--- src/rtl/ifetch_queue_pkg.sv ---
// ---------------------------------------------------------------------------
// ifq_pkg
// Shared types and constants for the instruction-fetch queue slice.
//   INST_W     : instruction word width
//   NOP_INST   : word presented to the decoder when a slot is empty
//   FETCH_STEP : word-address advance per fetch request (two words/request)
//   ifq_entry_t: one queue slot, instruction word plus its PC
//   clog2      : ceiling log2 for sizing pointers and the occupancy counter
// ---------------------------------------------------------------------------
package ifq_pkg;

  localparam int INST_W = 32;
  localparam logic [INST_W-1:0] NOP_INST = '0;
  localparam int FETCH_STEP = 2;

  typedef struct packed {
    logic [INST_W-1:0] inst;
    logic [31:0]       pc;
  } ifq_entry_t;

  function automatic int clog2(input int value);
    int res;
    int v;
    res = 0;
    v = value - 1;
    while (v > 0) begin
      res = res + 1;
      v = v >> 1;
    end
    return res;
  endfunction

endpackage

--- src/rtl/ifetch_queue_if.sv ---
// ---------------------------------------------------------------------------
// ifetch_queue_if
// Bundles the fetch queue's memory bus, decoder bus and redirect inputs.
//   master modport : the fetch queue
//   slave modport  : the environment (instruction memory + decoder + ALU)
// Signals:
//   jump_en, jump_addr       redirect request and target word address
//   mem_req, mem_addr        fetch request; memory returns mem_addr, +1
//   mem_rdata0, mem_rdata1   returned words, valid the cycle after mem_req
//   out_valid0/1, out_inst0/1, out_pc0/1   two oldest entries to decoder
//   deq_cnt                  words the decoder consumes this cycle (0..2)
//   count                    queue occupancy
// ---------------------------------------------------------------------------
interface ifetch_queue_if #(
  parameter int DEPTH = 8
);
  import ifq_pkg::*;

  localparam int CNT_W = clog2(DEPTH) + 1;

  logic              jump_en;
  logic [31:0]       jump_addr;
  logic              mem_req;
  logic [31:0]       mem_addr;
  logic [INST_W-1:0] mem_rdata0;
  logic [INST_W-1:0] mem_rdata1;
  logic              out_valid0;
  logic              out_valid1;
  logic [INST_W-1:0] out_inst0;
  logic [INST_W-1:0] out_inst1;
  logic [31:0]       out_pc0;
  logic [31:0]       out_pc1;
  logic [1:0]        deq_cnt;
  logic [CNT_W-1:0]  count;

  modport master (
    input  jump_en, jump_addr, mem_rdata0, mem_rdata1, deq_cnt,
    output mem_req, mem_addr, out_valid0, out_valid1, out_inst0, out_inst1,
           out_pc0, out_pc1, count
  );

  modport slave (
    output jump_en, jump_addr, mem_rdata0, mem_rdata1, deq_cnt,
    input  mem_req, mem_addr, out_valid0, out_valid1, out_inst0, out_inst1,
           out_pc0, out_pc1, count
  );

endinterface

--- src/rtl/ifetch_queue_ram.sv ---
// ---------------------------------------------------------------------------
// ifq_ram
// DEPTH-entry circular storage for the fetch queue. Two write ports land at
// wr_ptr and wr_ptr+1; two combinational read ports return rd_ptr and
// rd_ptr+1. Pointers wrap naturally because DEPTH is a power of two.
// Contents are not reset; occupancy tracking lives in the parent.
//   clk              clock
//   wr_ptr, we0, we1, wdata0, wdata1   write side
//   rd_ptr, rdata0, rdata1             read side
// ---------------------------------------------------------------------------
module ifq_ram
  import ifq_pkg::*;
#(
  parameter int DEPTH = 8,
  parameter int PTR_W = clog2(DEPTH)
) (
  input  logic             clk,
  input  logic [PTR_W-1:0] wr_ptr,
  input  logic             we0,
  input  logic             we1,
  input  ifq_entry_t       wdata0,
  input  ifq_entry_t       wdata1,
  input  logic [PTR_W-1:0] rd_ptr,
  output ifq_entry_t       rdata0,
  output ifq_entry_t       rdata1
);

  ifq_entry_t       mem [DEPTH];
  logic [PTR_W-1:0] wr_nxt;
  logic [PTR_W-1:0] rd_nxt;

  assign wr_nxt = wr_ptr + PTR_W'(1);
  assign rd_nxt = rd_ptr + PTR_W'(1);

  always_ff @(posedge clk) begin
    if (we0) mem[wr_ptr] <= wdata0;
    if (we1) mem[wr_nxt] <= wdata1;
  end

  assign rdata0 = mem[rd_ptr];
  assign rdata1 = mem[rd_nxt];

endmodule

--- src/rtl/ifetch_queue.sv ---
// ---------------------------------------------------------------------------
// ifetch_queue
// Instruction-fetch producer for the dual-issue decoder. Requests two
// consecutive words per fetch, buffers them with their PCs in a circular
// queue and presents the two oldest entries. The decoder consumes 0..2
// words per cycle; a redirect flushes the queue and restarts fetch.
// Ports:
//   clk  clock
//   rst  synchronous reset, active-low; forces all bus outputs to zero
//   bus  ifetch_queue_if.master (memory bus, decoder bus, redirect)
// Parameters: DEPTH (power of two, >=4), RESET_PC.
// Build option: define IFQ_BYPASS_EN to forward a response straight to the
// decoder when the queue is empty (1-cycle fetch-to-decode latency).
// ---------------------------------------------------------------------------
module ifetch_queue
  import ifq_pkg::*;
#(
  parameter int          DEPTH    = 8,
  parameter logic [31:0] RESET_PC = 32'h0
) (
  input  logic          clk,
  input  logic          rst,
  ifetch_queue_if.master bus
);

  localparam int PTR_W = clog2(DEPTH);
  localparam int CNT_W = PTR_W + 1;

  logic [31:0]      fetch_pc;
  logic [31:0]      req_addr_p1;
  logic             pending;
  logic [CNT_W-1:0] count;
  logic [PTR_W-1:0] rd_ptr;
  logic [PTR_W-1:0] wr_ptr;

  logic [CNT_W:0]   occ;
  logic             mem_req;
  logic             bypass;
  logic [1:0]       avail;
  logic [1:0]       deq_eff;
  logic [1:0]       rd_adv;
  logic [1:0]       wr_adv;
  logic             we0;
  logic             we1;
  ifq_entry_t       wdata0;
  ifq_entry_t       wdata1;
  ifq_entry_t       resp0;
  ifq_entry_t       resp1;
  ifq_entry_t       head0;
  ifq_entry_t       head1;
  ifq_entry_t       rd0;
  ifq_entry_t       rd1;
  logic             valid0;
  logic             valid1;

  // Space already promised to the in-flight response counts as used, so a
  // request is only made when two free slots are guaranteed on arrival.
  assign occ     = {1'b0, count} + (pending ? (CNT_W+1)'(2) : (CNT_W+1)'(0));
  assign mem_req = rst && (occ <= (CNT_W+1)'(DEPTH - 2));

  assign resp0 = {bus.mem_rdata0, req_addr_p1};
  assign resp1 = {bus.mem_rdata1, req_addr_p1 + 32'd1};

`ifdef IFQ_BYPASS_EN
  assign bypass = pending && (count == '0);
`else
  assign bypass = 1'b0;
`endif

  always_comb begin
    avail = 2'd0;
    if (bypass || count >= CNT_W'(2)) avail = 2'd2;
    else if (count != '0)             avail = 2'd1;
    deq_eff = (bus.deq_cnt > avail) ? avail : bus.deq_cnt;

    we0    = 1'b0;
    we1    = 1'b0;
    wdata0 = resp0;
    wdata1 = resp1;
    rd_adv = deq_eff;
    wr_adv = 2'd0;
    if (pending && rst && !bus.jump_en) begin
      if (bypass) begin
        // Words taken straight off the bus are never stored; only the
        // leftovers go in, so rd_ptr stays put and wr_ptr moves by leftovers.
        rd_adv = 2'd0;
        wr_adv = 2'd2 - deq_eff;
        case (deq_eff)
          2'd0: begin
            we0 = 1'b1;
            we1 = 1'b1;
          end
          2'd1: begin
            we0    = 1'b1;
            wdata0 = resp1;
          end
          default: ;
        endcase
      end else begin
        we0    = 1'b1;
        we1    = 1'b1;
        wr_adv = 2'd2;
      end
    end
  end

  ifq_ram #(
    .DEPTH (DEPTH),
    .PTR_W (PTR_W)
  ) u_ram (
    .clk    (clk),
    .wr_ptr (wr_ptr),
    .we0    (we0),
    .we1    (we1),
    .wdata0 (wdata0),
    .wdata1 (wdata1),
    .rd_ptr (rd_ptr),
    .rdata0 (rd0),
    .rdata1 (rd1)
  );

  // Stage p0: request issue, queue control
  always_ff @(posedge clk) begin
    if (!rst) begin
      fetch_pc <= RESET_PC;
      count    <= '0;
      rd_ptr   <= '0;
      wr_ptr   <= '0;
      pending  <= 1'b0;
    end else if (bus.jump_en) begin
      // Clearing pending squashes both the arriving response and the one
      // for any request issued in this same cycle.
      fetch_pc <= bus.jump_addr;
      count    <= '0;
      rd_ptr   <= '0;
      wr_ptr   <= '0;
      pending  <= 1'b0;
    end else begin
      if (mem_req) fetch_pc <= fetch_pc + 32'(FETCH_STEP);
      pending <= mem_req;
      count   <= count + (pending ? CNT_W'(2) : CNT_W'(0)) - CNT_W'(deq_eff);
      rd_ptr  <= rd_ptr + PTR_W'(rd_adv);
      wr_ptr  <= wr_ptr + PTR_W'(wr_adv);
    end
  end

  // Stage p1: address of the response arriving this cycle
  always_ff @(posedge clk) begin
    if (mem_req) req_addr_p1 <= fetch_pc;
  end

`ifndef SYNTHESIS
  always_ff @(posedge clk) begin
    if (rst && bus.deq_cnt > avail) $display("IFQ deq overflow");
  end
`endif

  always_comb begin
    valid0 = rst && (bypass || count != '0);
    valid1 = rst && (bypass || count >= CNT_W'(2));
    head0  = bypass ? resp0 : rd0;
    head1  = bypass ? resp1 : rd1;
    bus.out_valid0 = valid0;
    bus.out_valid1 = valid1;
    bus.out_inst0  = valid0 ? head0.inst : NOP_INST;
    bus.out_inst1  = valid1 ? head1.inst : NOP_INST;
    bus.out_pc0    = valid0 ? head0.pc : 32'h0;
    bus.out_pc1    = valid1 ? head1.pc : 32'h0;
  end

  assign bus.mem_req  = mem_req;
  assign bus.mem_addr = rst ? fetch_pc : 32'h0;
  assign bus.count    = count;

endmodule

--- src/flat_wrapper.sv ---
// flat-port wrapper written by rule: the top's interface ports become plain ports
module ifetch_queue_flat import ifq_pkg::*;
#(
  parameter int          DEPTH    = 8,
  parameter logic [31:0] RESET_PC = 32'h0
)
  (clk, rst, bus_jump_en, bus_jump_addr, bus_mem_rdata0, bus_mem_rdata1, bus_deq_cnt, bus_mem_req, bus_mem_addr, bus_out_valid0, bus_out_valid1, bus_out_inst0, bus_out_inst1, bus_out_pc0, bus_out_pc1, bus_count);
  ifetch_queue_if #(.DEPTH(DEPTH)) bus_i ();
  input  logic clk;
  input  logic rst;
  input wire logic [$bits(bus_i.jump_en)-1:0] bus_jump_en;
  input wire logic [$bits(bus_i.jump_addr)-1:0] bus_jump_addr;
  input wire logic [$bits(bus_i.mem_rdata0)-1:0] bus_mem_rdata0;
  input wire logic [$bits(bus_i.mem_rdata1)-1:0] bus_mem_rdata1;
  input wire logic [$bits(bus_i.deq_cnt)-1:0] bus_deq_cnt;
  output wire logic [$bits(bus_i.mem_req)-1:0] bus_mem_req;
  output wire logic [$bits(bus_i.mem_addr)-1:0] bus_mem_addr;
  output wire logic [$bits(bus_i.out_valid0)-1:0] bus_out_valid0;
  output wire logic [$bits(bus_i.out_valid1)-1:0] bus_out_valid1;
  output wire logic [$bits(bus_i.out_inst0)-1:0] bus_out_inst0;
  output wire logic [$bits(bus_i.out_inst1)-1:0] bus_out_inst1;
  output wire logic [$bits(bus_i.out_pc0)-1:0] bus_out_pc0;
  output wire logic [$bits(bus_i.out_pc1)-1:0] bus_out_pc1;
  output wire logic [$bits(bus_i.count)-1:0] bus_count;
  assign bus_i.jump_en = bus_jump_en;
  assign bus_i.jump_addr = bus_jump_addr;
  assign bus_i.mem_rdata0 = bus_mem_rdata0;
  assign bus_i.mem_rdata1 = bus_mem_rdata1;
  assign bus_i.deq_cnt = bus_deq_cnt;
  assign bus_mem_req = bus_i.mem_req;
  assign bus_mem_addr = bus_i.mem_addr;
  assign bus_out_valid0 = bus_i.out_valid0;
  assign bus_out_valid1 = bus_i.out_valid1;
  assign bus_out_inst0 = bus_i.out_inst0;
  assign bus_out_inst1 = bus_i.out_inst1;
  assign bus_out_pc0 = bus_i.out_pc0;
  assign bus_out_pc1 = bus_i.out_pc1;
  assign bus_count = bus_i.count;
  ifetch_queue #(.DEPTH(DEPTH), .RESET_PC(RESET_PC)) u_core (.clk(clk), .rst(rst), .bus(bus_i));
endmodule
--- config.mk ---
export PLATFORM = sky130hd
export DESIGN_NAME = ifetch_queue_flat
export DESIGN_NICKNAME = d
export VERILOG_FILES = /design/src/rtl/ifetch_queue_pkg.sv /design/src/rtl/ifetch_queue_if.sv /design/src/rtl/ifetch_queue_ram.sv /design/src/rtl/ifetch_queue.sv /design/src/flat_wrapper.sv
export SDC_FILE = /design/constraint.sdc
export NUM_CORES = 1
export LEC_CHECK = 0
export CORE_UTILIZATION = 40
export DETAILED_ROUTE_END_ITERATION = 16
export GPL_TIMING_DRIVEN = 0
export PLACE_DENSITY_LB_ADDON = 0.05
export SETUP_SLACK_MARGIN = 0.15
export SYNTH_ARGS = -nofsm -noshare
export SYNTH_HDL_FRONTEND = slang
export SYNTH_SLANG_ARGS = --single-unit
--- constraint.sdc ---
create_clock -name clk -period 7.25 [get_ports clk]
set_clock_uncertainty 0.2 [all_clocks]
set_input_delay 1.8125 -clock clk [delete_from_list [all_inputs] [get_ports clk]]
set_output_delay 1.8125 -clock clk [all_outputs]
set_load 0.05 [all_outputs]
==> impl_metrics.csv, run 1 <==
group,metric,value,unit
clock_tree,cts.path.max_buffers,3,
clock_tree,cts_hold_buffers,0,
grt,gr-total-overflow,0,
die,floorplan.core_area,76100,µm²
worst_setup_path,worst_r2r_endpoint,"u_core.fetch_pc[13]",
die,io_pins,268,
synthesis,synth_top_cell_by_area,"sky130_fd_sc_hd__edfxtp_1",
worst_hold_path,timing.hold.worst_endpoint,"u_core.req_addr_p1[0]",
clock_tree,cts_sinks,586,
worst_setup_path,timing.critical_path.to_type,"output pin",
finish,drive_above_1_share,0.178,
place,place_area,35000,µm²
pwr,vdd_ir_drop_max,0.000163,V
finish,nets,2786,
grt,initial_antenna_violation_count,3,
drt,drt-initial-drc-count,1845,
clock_tree,cts-buffers-inserted,69,
run,max_cap_violations,0,
sta,fin_crit_sh,0.970,
drt,average_via_count_per_standard_cell,5.61,
worst_hold_path,hold_path_class,"reg2reg",
pwr,powerDensity,304,nW/µm²
synthesis,post_synthesis_sequential_area_ratio,0.557,
clock_tree,clock-root-buffer,"sky130_fd_sc_hd__clkbuf_16",
worst_setup_path,cp_max_fo,10,
worst_setup_path,critical_path_class,"in2out",
synthesis,synth.yosys.warnings,0,
finish,area.growth.synth_to_final,20.5,%
drt,routed_wirelength,98.7,mm
place,final_wtd_congestion,0.849,
drt,drt_first_pass_iters,5,
sta,setup_ws,221,ps
grt,grt_first_pass_wirelength,144,mm
die,die_height,280,µm
worst_setup_path,start_kind,"input pin",
sta,rsz0062_at_grt,"no",
synthesis,synth-edff-count,544,
die,chipWidth,280,µm
synthesis,library_cell_with_the_highest_instance_count_after_synthesis,"sky130_fd_sc_hd__nand2_1",
synthesis,synth.net_count,2443,
finish,final-seq-area,17200,µm²
place,post_dp_hpwl,65.6,mm
drt,route.antenna.remaining_nets,0,
sta,slew_viol_final,0,
grt,grt_usage,0.253,
clock_tree,clkTransAtPathRegs,50,ps
place,placement.io_buffers,267,
synthesis,post_synth.cell_area_avg,13.3,µm²
finish,finish.instance_area,37200,µm²
worst_setup_path,timing.critical_path.required,5240,ps
clock_tree,clock_latency_on_the_worst_skew_pair,600,ps
sta,max_slew.worst_pin.slew,1160,ps
clock_tree,tritoncts,"yes",
place,dpl.cell_count,3627,
worst_setup_path,worst-endpoint-arrival,5020,ps
synthesis,synth_common_cells,"sky130_fd_sc_hd__nand2_1, sky130_fd_sc_hd__edfxtp_1, sky130_fd_sc_hd__mux4_2, sky130_fd_sc_hd__nor2_1, sky130_fd_sc_hd__xnor2_1",
synthesis,synth.distinct_cells,65,
drt,vias,21081,
die,floorplan.die_area,78200,µm²
finish,fillers,6779,
synthesis,post_synth_design_cell_area,30800,µm²
synthesis,async_reset_ff_frac,0,
pwr,fin_total_pwr,11.3,mW
sta,maxClockFrequency,142,MHz
worst_hold_path,worstHoldStart,"u_core.fetch_pc[0]",
finish,stdcell_count,3756,
place,dpl_worst_slack,-109,ps
synthesis,synthTopCellsByArea,"sky130_fd_sc_hd__edfxtp_1, sky130_fd_sc_hd__mux4_2, sky130_fd_sc_hd__nand2_1",
synthesis,yosysTopAreaCellShare,0.530,
sta,hold_violations,0,
drt,routedWlPerCell,26.3,µm
sta,timing.final.setup_violations,0,
outcome,outcome,"finished, final reports clean",
die,initial_utilization,0.405,
pwr,leakage_dissipation,12.8,nW
clock_tree,htree_num_levels,3,
drt,drcViolationCount,0,
grt,largest_net_degree_at_the_start_of_global_routing,96,
sta,min_period,7030,ps
worst_setup_path,r2r_start,"u_core.pending",
worst_setup_path,r2r_setup_slack,3740,ps
sta,slew-limit-headroom,0.225,
die,num_rows,101,
worst_setup_path,worstRegToRegCells,9,
finish,area_occupied_by_multi_input_gates,12800,µm²
synthesis,synth_flop_cell,"sky130_fd_sc_hd__edfxtp_1",
synthesis,number_of_register_bits_inferred_by_synthesis,586,
synthesis,synthesis.instances,2325,
grt,via_count_of_the_first_global_routing_pass,21479,
worst_hold_path,timing.hold.worst_path_depth,0,
==> worst max-delay path: stages <==
cell and delay [ps]:
sky130_fd_sc_hd__clkdlybuf4s50_1 570, sky130_fd_sc_hd__clkbuf_1 430, sky130_fd_sc_hd__nand2_1 190, sky130_fd_sc_hd__clkbuf_2 380
sky130_fd_sc_hd__clkbuf_1 430, sky130_fd_sc_hd__a21oi_1 340, sky130_fd_sc_hd__clkdlybuf4s50_1 850
==> per-stage QoR <==
step | utilization | hold slack [ps] | TNS (ps)
3_5_place_dp | 0.460 | 303 | -936
3_3_place_gp | 0.457 | 303 | -573080
2_1_floorplan | - | 221 | 0
4_1_cts | 0.488 | 320 | 0
6_report | 0.488 | 316 | 0
5_1_grt | 0.488 | 333 | 0
==> cell usage in the layout, fill, tap and decap left out, types with 43 or more instances in the layout <==
| cell type | count |
|---|---|
| sky130_fd_sc_hd__mux4_2 | 256 |
| sky130_fd_sc_hd__nand3_1 | 51 |
| sky130_fd_sc_hd__and2_1 | 43 |
| sky130_fd_sc_hd__nand2_1 | 608 |
| sky130_fd_sc_hd__nor2_1 | 115 |
| sky130_fd_sc_hd__a21oi_1 | 75 |
| sky130_fd_sc_hd__xnor2_1 | 96 |
| sky130_fd_sc_hd__clkbuf_16 | 72 |
| sky130_fd_sc_hd__mux2i_1 | 67 |
| sky130_fd_sc_hd__buf_2 | 75 |
| sky130_fd_sc_hd__edfxtp_1 | 544 |
| sky130_fd_sc_hd__clkbuf_1 | 95 |
| sky130_fd_sc_hd__xor2_1 | 47 |
| sky130_fd_sc_hd__clkdlybuf4s50_1 | 236 |
==> state kept, by name (all words and copies together), names as in the netlist <==
register / flops
u_core.wr_ptr: 2
u_core.fetch_pc: 32
u_core.req_addr_p1: 32
u_core.rd_ptr: 3
u_core.u_ram.mem: 512
u_core.pending: 1
u_core.bus.count: 4
==> what timing repair did <==
item,CTS,global route
buffers inserted,0,0
endpoints found under the setup margin,58,22
resized for setup,12,22
==> how the worst max path moves through the flow <==
stage / depth (start not counted) / startpoint / end
2_1_floorplan: 4 / rst / u_core.u_ram.mem[6][0]
3_3_place_gp: 5 / bus_jump_en / u_core.u_ram.mem[6][8]
3_5_place_dp: 7 / rst / bus_out_inst1[0]
4_1_cts: 7 / rst / bus_out_inst1[30]
5_1_grt: 7 / rst / bus_out_inst1[8]
6_report: 7 / rst / bus_out_pc1[20]
==> cell type report <==
class / count / share of cell area
diodes: 2 / 0.000135
plain buffers: 183 / 0.0233
clock buffers: 93 / 0.0509
clock inverters: 34 / 0.00620
inverters: 25 / 0.00253
multi-input cells: 1531 / 0.343
flip-flops and latches: 586 / 0.462
well taps: 1030 / 0.0347
repair buffers: 272 / 0.0765
==> power breakdown <==
group,switching [mW],internal (mW)
Clock,1.41,1.91
Combinational,2.47,1.55
Sequential,0.112,3.83
Total,3.99,7.29
==> routing by layer <==
| metal | global-route usage | vias up | share of wire |
|---|---|---|---|
| met4 | 0.0839 | 2 | 0.027 |
| li1 | - | 9328 | - |
| met2 | 0.430 | 837 | 0.50 |
| met3 | 0.0401 | 156 | 0.068 |
| met5 | 0 | - | 0.00011 |
| met1 | 0.330 | 10758 | 0.40 |
==> logic make-up after synthesis <==
group,Yosys count,share of synthesized area
xor gates and xnor gates,146,0.0417
AOI/OAI and AO/OA,128,0.0239
adders and majority gates,17,0.00763
DFF,586,0.557
buffers and inverters,208,0.0298
and+or+nand+nor,916,0.131
muxes,324,0.209
Power figures use the tool's default switching activity.
==> inputs of run 2 (changes only) <==
--- a/config.mk
+++ b/config.mk
@@ -5,6 +5,8 @@
 export SDC_FILE = /design/constraint.sdc
 export NUM_CORES = 1
 export LEC_CHECK = 0
+export ABC_AREA = 1
+export CAP_MARGIN = 10
 export CORE_UTILIZATION = 40
 export DETAILED_ROUTE_END_ITERATION = 16
 export GPL_TIMING_DRIVEN = 0
==> constraint.sdc (replaced) <==
create_clock -name clk -period 8.6 [get_ports clk]
set_clock_uncertainty 0.2 [all_clocks]
set_input_delay 2.15 -clock clk [delete_from_list [all_inputs] [get_ports clk]]
set_output_delay 2.15 -clock clk [all_outputs]
set_load 0.05 [all_outputs]
==> impl_metrics.csv, run 2 <==
group,metric,value,unit
worst_setup_path,r2r_start,"u_core.req_addr_p1[0]",
drt,vias,30348,
sta,maxClockFrequency,126,MHz
drt,met2_wirelength,60.9,mm
sta,min_period,7920,ps
sta,timing.final.setup_violations,0,
drt,met3_wirelength,14.1,mm
outcome,outcome,"finished, final reports clean",
grt,grt_usage,0.325,
die,chipWidth,283,µm
synthesis,async_reset_ff_frac,0,
grt,gr-total-overflow,0,
worst_setup_path,start_kind,"input pin",
clock_tree,tritoncts,"yes",
grt,grt_first_pass_wirelength,192,mm
clock_tree,clock-root-buffer,"sky130_fd_sc_hd__clkbuf_16",
finish,mostFrequentLayoutCells,"sky130_fd_sc_hd__nor2_1, sky130_fd_sc_hd__o21ai_0, sky130_fd_sc_hd__edfxtp_1",
worst_setup_path,critical_path_cell_count,8,
worst_setup_path,cp_num_buf_inv,5,
worst_setup_path,timing.critical_path.to_type,"output pin",
synthesis,post_synthesis_sequential_area_ratio,0.542,
finish,nets,4170,
drt,average_via_count_per_standard_cell,5.90,
pwr,internal_power,6.21,mW
finish,stdcell_count,5146,
sta,slew-limit-headroom,0.179,
finish,biggestRegsByFlops,"u_core.u_ram.mem: 512 flops, u_core.fetch_pc: 32 flops, u_core.req_addr_p1: 32 flops",
worst_setup_path,timing.critical_path.required,6250,ps
worst_setup_path,crit_family,"buffers and inverters",
clock_tree,clock_latency_on_the_worst_skew_pair,620,ps
synthesis,post_synth_design_cell_area,31700,µm²
synthesis,number_of_register_bits_inferred_by_synthesis,586,
place,placement.io_buffers,265,
worst_setup_path,cp_max_fo,10,
finish,layout.cells.most_common,"sky130_fd_sc_hd__nor2_1",
drt,drcViolationCount,0,
sta,final.setup.tns,0,ps
sta,fin_crit_sh,0.921,
die,initial_utilization,0.406,
worst_setup_path,worst_path_largest_cell_delay,960,ps
clock_tree,cts.path.max_buffers,3,
clock_tree,cts_sinks,586,
grt,largest_net_degree_at_the_start_of_global_routing,100,
die,floorplan.die_area,80300,µm²
worst_hold_path,timing.hold.worst_path_depth,0,
finish,area.growth.synth_to_final,19.8,%
worst_setup_path,critical_path.cell_chain,"buf_6 > inv_4 > a31oi_1 > buf_2 > clkbuf_1 > o21ai_0 > a31oi_1 > clkdlybuf4s50_1",
synthesis,library_cell_with_the_highest_instance_count_after_synthesis,"sky130_fd_sc_hd__nor2_1",
synthesis,synthesis.instances,3710,
worst_hold_path,worstHoldStart,"u_core.fetch_pc[0]",
place,post_dp_hpwl,90.6,mm
clock_tree,clkTransAtPathRegs,60,ps
pwr,power.switching,4.96,mW
pwr,vdd_ir_drop_max,0.000201,V
clock_tree,cts-buffers-inserted,70,
sta,rsz0062_at_grt,"no",
finish,fillers,7569,
place,final_wtd_congestion,0.962,
clock_tree,cts_setup_buffers,0,
die,floorplan.core_area,78000,µm²
finish,max_flop_register,"u_core.u_ram.mem",
sta,max_slew.worst_pin.slew,1230,ps
drt,routedWlPerCell,26.0,µm
synthesis,yosysTopAreaCellShare,0.516,
grt,via_count_of_the_first_global_routing_pass,28598,
pwr,switching_share,0.444,
synthesis,synth_flop_cell,"sky130_fd_sc_hd__edfxtp_1",
pwr,power_frac_clock,0.257,
clock_tree,cts_hold_buffers,0,
worst_setup_path,critical-path-top-cell-by-count,"sky130_fd_sc_hd__a31oi_1",
worst_setup_path,worstRegToRegCells,9,
sta,slew_viol_final,0,
clock_tree,ctsResizeCount,0,
synthesis,synth.yosys.warnings,0,
worst_setup_path,r2r_setup_slack,5020,ps
drt,drt_first_pass_iters,10,
die,io_pins,268,
finish,drive_above_1_share,0.0580,
drt,maxUsedRoutingLayer,"met5",
pwr,powerDensity,294,nW/µm²
drt,route.antenna.remaining_nets,0,
place,dpl.cell_count,5019,
synthesis,synth.distinct_cells,43,
synthesis,synth_top_cell_by_area,"sky130_fd_sc_hd__edfxtp_1",
synthesis,synth_common_cells,"sky130_fd_sc_hd__nor2_1, sky130_fd_sc_hd__o21ai_0, sky130_fd_sc_hd__edfxtp_1, sky130_fd_sc_hd__nand2_1, sky130_fd_sc_hd__clkbuf_1",
die,die_height,283,µm
synthesis,post_synth.cell_area_avg,8.54,µm²
worst_hold_path,hold_path_class,"reg2reg",
synthesis,synth-edff-count,544,
synthesis,synthTopCellsByArea,"sky130_fd_sc_hd__edfxtp_1, sky130_fd_sc_hd__o21ai_0, sky130_fd_sc_hd__nor2_1",
sta,hold_violations,0,
worst_setup_path,crit_path_start,"rst",
drt,drt-initial-drc-count,4082,
finish,largest_reg_flops,512,
drt,routed_wirelength,134,mm
grt,initial_antenna_violation_count,1,
worst_setup_path,worst_path_max_delay_cell,"sky130_fd_sc_hd__clkdlybuf4s50_1",
clock_tree,htree_num_levels,3,
synthesis,synth.net_count,3828,
run,max_cap_violations,0,
pwr,leakage_dissipation,13.7,nW
pwr,power_frac_comb,0.442,
finish,area_occupied_by_multi_input_gates,12700,µm²
worst_setup_path,critical_path_class,"in2out",
finish,final-seq-area,17200,µm²
drt,drt-met1-wl,52.7,mm
pwr,fin_total_pwr,11.2,mW
pwr,p_seq_frac,0.302,
worst_setup_path,worst-endpoint-arrival,5570,ps
die,num_rows,102,
-- run 2: changes by cell type in the layout (fill, tap and decap cells not counted), moves of 64 or more --
cell                       delta
sky130_fd_sc_hd__nor2_1     +793
sky130_fd_sc_hd__o21ai_0    +705
sky130_fd_sc_hd__mux4_2     -256
sky130_fd_sc_hd__inv_1      +125
sky130_fd_sc_hd__o21ai_1     +88
sky130_fd_sc_hd__xnor2_1     -80
sky130_fd_sc_hd__clkbuf_1    +79
sky130_fd_sc_hd__nand2_1     -79
sky130_fd_sc_hd__mux2i_1     -67
sky130_fd_sc_hd__o221ai_1    +66
sky130_fd_sc_hd__o22ai_1     +64
-- run 2: kinds of logic after synthesis --
family	synth area share
adders and majority gates	0.00742
xor gates and xnor gates	0.0135
and+or+nand+nor	0.186
buffers and inverters	0.0571
DFF	0.542
AOI/OAI and AO/OA	0.194
-- run 2: area by class of cell --
| cell class | instances | area share |
|---|---|---|
| diodes | 5 | 0.000330 |
| plain buffers | 280 | 0.0334 |
| clock buffers | 85 | 0.0493 |
| clock inverters | 36 | 0.00679 |
| inverters | 154 | 0.0153 |
| multi-input cells | 2690 | 0.335 |
| flip-flops and latches | 586 | 0.452 |
| well taps | 1040 | 0.0343 |
| repair buffers | 270 | 0.0735 |
-- run 2: worst paths after layout --
check                            end
max                  bus_out_pc0[17]
min            u_core.req_addr_p1[0]
max reg2reg  u_core.u_ram.mem[3][16]
min reg2reg    u_core.req_addr_p1[0]
-- run 2: power by group through the flow --
stage | Combinational [mW] | Sequential [mW] | Clock [mW]
after detailed placement | 4.80 | 3.43 | 0
after CTS | 4.82 | 3.37 | 2.88
after global routing | 5.17 | 3.38 | 2.97
after floorplan | 2.88 | 3.39 | 0
after global placement | 4.80 | 3.43 | 0
final | 4.93 | 3.37 | 2.87
-- run 2: metrics by stage --
stage	hold slack [ps]	worst slack [ps]	utilization	instance area (µm²)
floorplan	208	1970	-	31700
detailed placement	254	763	0.459	35800
CTS	268	764	0.486	37900
global route	298	629	0.487	37900
finish	269	681	0.487	38000
global placement	234	737	0.457	35600
-- run 2: routing by layer --
layer | up-vias | GRT usage
met1 | 14461 | 0.429
met4 | 2 | 0.157
met5 | - | 0
met3 | 357 | 0.0641
li1 | 13590 | -
met2 | 1938 | 0.512
